[config.mk]
export PLATFORM = sky130hd
export DESIGN_NAME = nn_dense_layer
export DESIGN_NICKNAME = d
export VERILOG_FILES = /design/src/rtl/nn_dense_layer.sv
export SDC_FILE = /design/constraint.sdc
export NUM_CORES = 1
export LEC_CHECK = 0
export BUFFER_PORTS_ARGS = -buffer_cell sky130_fd_sc_hd__clkbuf_2
export CAP_MARGIN = 20
export CORE_ASPECT_RATIO = 0.6
export CORE_MARGIN = 1.5
export CORE_UTILIZATION = 45
export DETAILED_ROUTE_END_ITERATION = 8
export SYNTH_ARGS = -nofsm -noshare
export SYNTH_HDL_FRONTEND = slang
export SYNTH_SLANG_ARGS = --single-unit
[constraint.sdc]
create_clock -name clk -period 18.4 [get_ports clk]
set_clock_uncertainty 0.05 [all_clocks]
set_input_delay 0 -clock clk [delete_from_list [all_inputs] [get_ports clk]]
set_output_delay 0 -clock clk [all_outputs]
set_load 0.1 [all_outputs]
[src/rtl/nn_dense_layer.sv]
// Fully-connected layer stage: N_OUT dot products of N_IN streamed activations plus bias,
// followed by ReLU with saturation into registered, packed results.
//
// state | meaning
// IDLE  | weight loading allowed; waits for req with fill low
// RUN   | streams activations, accumulates one product per cycle for neuron j
// ACT   | ReLU/saturate, write result j, reload bias for next neuron
// DONE  | results valid; ack_layer held while req stays high
module nn_dense_layer #(
    parameter int N_IN  = 2,
    parameter int N_OUT = 2,
    parameter int DW    = 8,
    parameter int FRAC  = 4,
    parameter int ACCW  = 20,
    parameter int IN_AW = 1
) (
    input  logic                                       clk,
    input  logic                                       rst,
    input  logic                                       req,
    input  logic                                       fill,
    input  logic                                       w_wr,
    input  logic [DW-1:0]                              w_data,
    output logic [IN_AW-1:0]                           in_addr,
    input  logic [DW-1:0]                              in_data,
    output logic [N_OUT*DW-1:0]                        out_data,
    output logic                                       out_wr,
    output logic [((N_OUT > 1) ? $clog2(N_OUT) : 1)-1:0] out_idx,
    output logic                                       busy,
    output logic                                       ack_layer
);

    localparam int NW  = N_OUT * (N_IN + 1);
    localparam int WAW = (NW > 1) ? $clog2(NW) : 1;
    localparam int JW  = (N_OUT > 1) ? $clog2(N_OUT) : 1;
    localparam int KW  = $clog2(N_IN + 2);
    localparam logic signed [ACCW-1:0] Y_MAX = ACCW'((1 << (DW - 1)) - 1);

    typedef enum logic [1:0] {S_IDLE, S_RUN, S_ACT, S_DONE} state_t;

    state_t state, state_nxt;

    logic [DW-1:0]          wram [NW];
    logic [WAW-1:0]         w_ptr;
    logic [JW-1:0]          j, j_nxt;
    logic [KW-1:0]          k;
    logic signed [ACCW-1:0] acc;
    logic signed [ACCW-1:0] y;
    logic [DW-1:0]          sat;
    logic [WAW-1:0]         w_idx, bias_nxt_idx;
    logic signed [2*DW-1:0] prod;
    logic                   wr_en, start, last_neuron;

    function automatic logic signed [ACCW-1:0] bias_scaled(input logic [DW-1:0] b);
        logic signed [ACCW-1:0] ext;
        ext = {{(ACCW - DW){b[DW-1]}}, b};
        return ext <<< FRAC;
    endfunction

    always_comb begin
        wr_en        = (state == S_IDLE) && fill && w_wr;
        start        = (state == S_IDLE) && req && !fill;
        last_neuron  = (j == JW'(N_OUT - 1));
        j_nxt        = last_neuron ? '0 : j + 1'b1;
        w_idx        = WAW'(int'(j) * (N_IN + 1) + int'(k));
        bias_nxt_idx = WAW'(int'(j_nxt) * (N_IN + 1));
        prod         = $signed(in_data) * $signed(wram[w_idx]);
        busy         = (state == S_RUN) || (state == S_ACT);
        in_addr      = ((state == S_RUN) && (k < KW'(N_IN))) ? IN_AW'(k) : '0;
    end

    // Arithmetic shift truncates toward -inf; ReLU then clamps to the positive DW range.
    always_comb begin
        y = acc >>> FRAC;
        if (y < 0)
            sat = '0;
        else if (y > Y_MAX)
            sat = Y_MAX[DW-1:0];
        else
            sat = y[DW-1:0];
    end

    always_comb begin
        state_nxt = state;
        case (state)
            S_IDLE: if (start) state_nxt = S_RUN;
            S_RUN:  if (k == KW'(N_IN)) state_nxt = S_ACT;
            S_ACT:  state_nxt = last_neuron ? S_DONE : S_RUN;
            S_DONE: if (!req) state_nxt = S_IDLE;
            default: state_nxt = S_IDLE;
        endcase
    end

    always_ff @(posedge clk) begin
        if (rst)
            state <= S_IDLE;
        else
            state <= state_nxt;
    end

    // Weight RAM is deliberately not reset so coefficients survive a pipeline flush.
    always_ff @(posedge clk) begin
        if (!rst && wr_en)
            wram[w_ptr] <= w_data;
    end

    always_ff @(posedge clk) begin
        if (rst) begin
            w_ptr     <= '0;
            j         <= '0;
            k         <= '0;
            acc       <= '0;
            out_data  <= '0;
            out_wr    <= 1'b0;
            out_idx   <= '0;
            ack_layer <= 1'b0;
        end else begin
            out_wr    <= 1'b0;
            ack_layer <= (state == S_DONE) && req;
            if (wr_en)
                w_ptr <= (w_ptr == WAW'(NW - 1)) ? '0 : w_ptr + 1'b1;
            case (state)
                S_IDLE: begin
                    if (start) begin
                        j   <= '0;
                        k   <= '0;
                        acc <= bias_scaled(wram[0]);
                    end
                end
                S_RUN: begin
                    // in_data arriving now belongs to the address issued last cycle
                    if (k != '0)
                        acc <= acc + {{(ACCW - 2*DW){prod[2*DW-1]}}, prod};
                    k <= k + 1'b1;
                end
                S_ACT: begin
                    out_data[j*DW +: DW] <= sat;
                    out_wr               <= 1'b1;
                    out_idx              <= j;
                    if (!last_neuron) begin
                        j   <= j_nxt;
                        k   <= '0;
                        acc <= bias_scaled(wram[bias_nxt_idx]);
                    end
                end
                default: ;
            endcase
        end
    end

endmodule

==> flow_summary.ini <==
[timing]
hold_violations = 0
timing.fmax_mhz = 110
fin_crit_ns = 9.10
setup_viol = 0
slew_violations = 0
slew_headroom_pct = 26.6
fin_crit_sh_pct = 49.5
setup_ws_ns = 9.30
finalSetupTns_ns = 0
fin_hold_ws_ns = 0.0433
tightest_slew_ns = 1.10
rsz0062_at_grt = no

[placement]
place_hpwl_mm = 14.3
preCtsSetupSlack_ns = 9.33
dp_cells = 1015
place.gp.congestion = 0.875
port_buffers = 41

[cts]
clockBufferDepth = 2
clock_sinks = 95
post_cts_buffers = 0
cts_root_buf = clkbuf_16
numCtsBuffers = 9
clkSlewWorstSetupHoldPaths_ns = 0.08
cts_tree = built
htreeDepth = 3
ctsHoldBuffers = 10
clock_latency_ns = 0.36
post_cts_resized = 0

[setup_path]
start_kind = flop
startpoint = j
max_stage_delay_ns = 0.86
crit_slowest_cell = fa_1
path_max_fanout = 21
critPathArrivalTime_ns = 9.34
r2r-start = j
endpoint_kind = flop
worstSetupPathType = reg -> reg
cp_data_required_time_ns = 18.64

[synthesis]
synth_edf_count = 48
synth_cell_types = 58
synth_top_family_by_area = adder cells
ys_ff_latch = 95
syn_area_sq_um = 7420
synth_compound_area_share_pct = 12.5
syn-num-nets = 915
synthAdderAreaFrac_pct = 25.0
yosysWarnings = 0
synth_area_per_cell_sq_um = 9.51
syn-instance-count = 780
seq_area_frac_synth_pct = 32.1
synth_mux_area_share_pct = 3.51
synth-xor-area-share_pct = 2.72
synth-simple-area-share_pct = 17.6
synth_flop_cell = edfxtp_1
async_reset_ff_share_pct = 0

[run]
maxCapViolCount = 0

[grt]
grt_usage_pct = 21.8
grt_pass1_vias = 5365
antenna_found_initial = 0
grt_overflow_total = 0
grt_max_degree = 42
grt_first_pass_wirelength_mm = 28.9

[drt]
first_pass_iters = 7
drtIter0Drc = 485
drc = 0
wl_per_cell_um = 17.3
postRouteWirelength_mm = 18.0
vias = 5716
via_per_inst = 5.49
ant_nets = 0

[cells_and_area]
stdcell_count = 1041
finalNetCount = 962
final_layout_size_suffix_gt1_share_pct = 9.50
fillerInstances = 1472
n_antenna_cell = 0
area_growth_syn_to_layout_pct = 11.3

[floorplan]
dieArea_sq_um = 17300
die_w_um = 169
ios = 42
fp.dieH_um = 102
num_rows = 36
core_sq_um = 16200
start_util_pct = 45.9

[hold_path]
worstHoldStart = fill
hold_class = in -> reg

[outcome]
outcome = finished, final reports clean
[critical path: cells and delay by family, from the launching register on]
kind | cells | cell delay [ns]
AO/OA/AOI/OAI | 13 | 3.32
XOR/XNOR | 1 | 0.19
adder cells (fa/ha/maj) | 7 | 3.52
buffers and inverters | 4 | 0.36
flip-flops | 1 | 0.69
multiplexers | 1 | 0.56
AND/OR/NAND/NOR | 2 | 0.32
[synthesized netlist by cell type, types with 12 or more instances]
| library cell | count | area share, % |
|---|---|---|
| inv_1 | 107 | 5.4 |
| nor2_1 | 68 | 3.4 |
| nand2_1 | 58 | 2.9 |
| fa_1 | 57 | 15 |
| ha_1 | 57 | 9.6 |
| nor2b_1 | 51 | 4.3 |
| edfxtp_1 | 48 | 19 |
| dfxtp_1 | 47 | 13 |
| a21oi_1 | 46 | 3.1 |
| o21ai_0 | 27 | 1.8 |
| clkbuf_1 | 19 | 0.96 |
| xnor2_1 | 16 | 1.9 |
| a211oi_1 | 15 | 1.5 |
| nand2b_1 | 15 | 1.3 |
| nor3_1 | 15 | 1.0 |
| nand3_1 | 12 | 0.81 |
[registers in the layout (all words and copies together) (netlist names)]
| register | cells |
|---|---|
| out_data | 16 |
| out_wr | 1 |
| j | 1 |
| ack_layer | 1 |
| w_ptr | 3 |
| state | 2 |
| out_idx | 1 |
| acc | 20 |
| wram | 48 |
| k | 2 |
[cell usage in the layout, fill, tap and decap left out, types with 5 or more instances in the layout]
cell           synthesis  routed
a222oi_1               6       6
inv_1                107     107
nand2_1               58      58
or3_1                  7       7
fa_1                  57      57
nor2b_1               51      51
o21ai_0               27      27
nand2b_1              15      15
mux2i_1                8       8
mux4_2                 8       8
o21a_1                 7       7
xnor2_1               16      16
a21o_1                 6       6
a211oi_1              15      15
buf_4                  0       6
nor2_1                68      68
dfxtp_1               47      47
ha_1                  57      57
nor3_1                15      15
and3_1                 8       8
dlygate4sd3_1          0      10
a21oi_1               46      46
edfxtp_1              48      48
and2_1                 5       5
nand3_1               12      12
clkbuf_2               0      41
xor2_1                 7       7
clkbuf_16              0       9
[final timing paths]
kind / to / slack (ns) / cells past startpoint
worst min-delay path: w_ptr[0] / 0.04 / 4
worst max register to register: acc[19] / 9.30 / 28
worst max-delay path: acc[19] / 9.30 / 28
worst min register to register: out_data[9] / 0.40 / 2
[routing by layer]
layer  wire length (um)  global-route usage (%)  share of wire [%]
met2               7340                    31.2                 41
met1               9490                    34.7                 53
met5                  0                       0                  0
met4                107                    3.43               0.59
met3               1080                    3.76                6.0
[metrics by stage]
| step | util, % | area, sq um |
|---|---|---|
| floorplan | - | 7420 |
| global placement | 48.6 | 7850 |
| detailed placement | 48.6 | 7850 |
| CTS | 51.1 | 8260 |
| global route | 51.1 | 8260 |
| finish | 51.1 | 8260 |
[kinds of logic (layout without fill, tap and decap cells)]
kind of cell	after synthesis	count (layout)
compound gates	144	144
mux	16	16
fa+ha+maj	114	114
buf+inv	128	180
flops	95	95
simple gates	260	260
xor+xnor	23	23
[cell type report]
cell class	count	area (sq um)	share of cell area (%)
clock buffer	9	225	2.73
clock inverter	7	81.3	0.985
inverter	107	402	4.86
multi-input combinational	557	4560	55.2
sequential	95	2380	28.8
tap	209	262	3.17
timing repair buffer	57	350	4.24
Power is not shown: default switching activity piles up to over one toggle a cycle in this logic, so the estimate is an artifact.
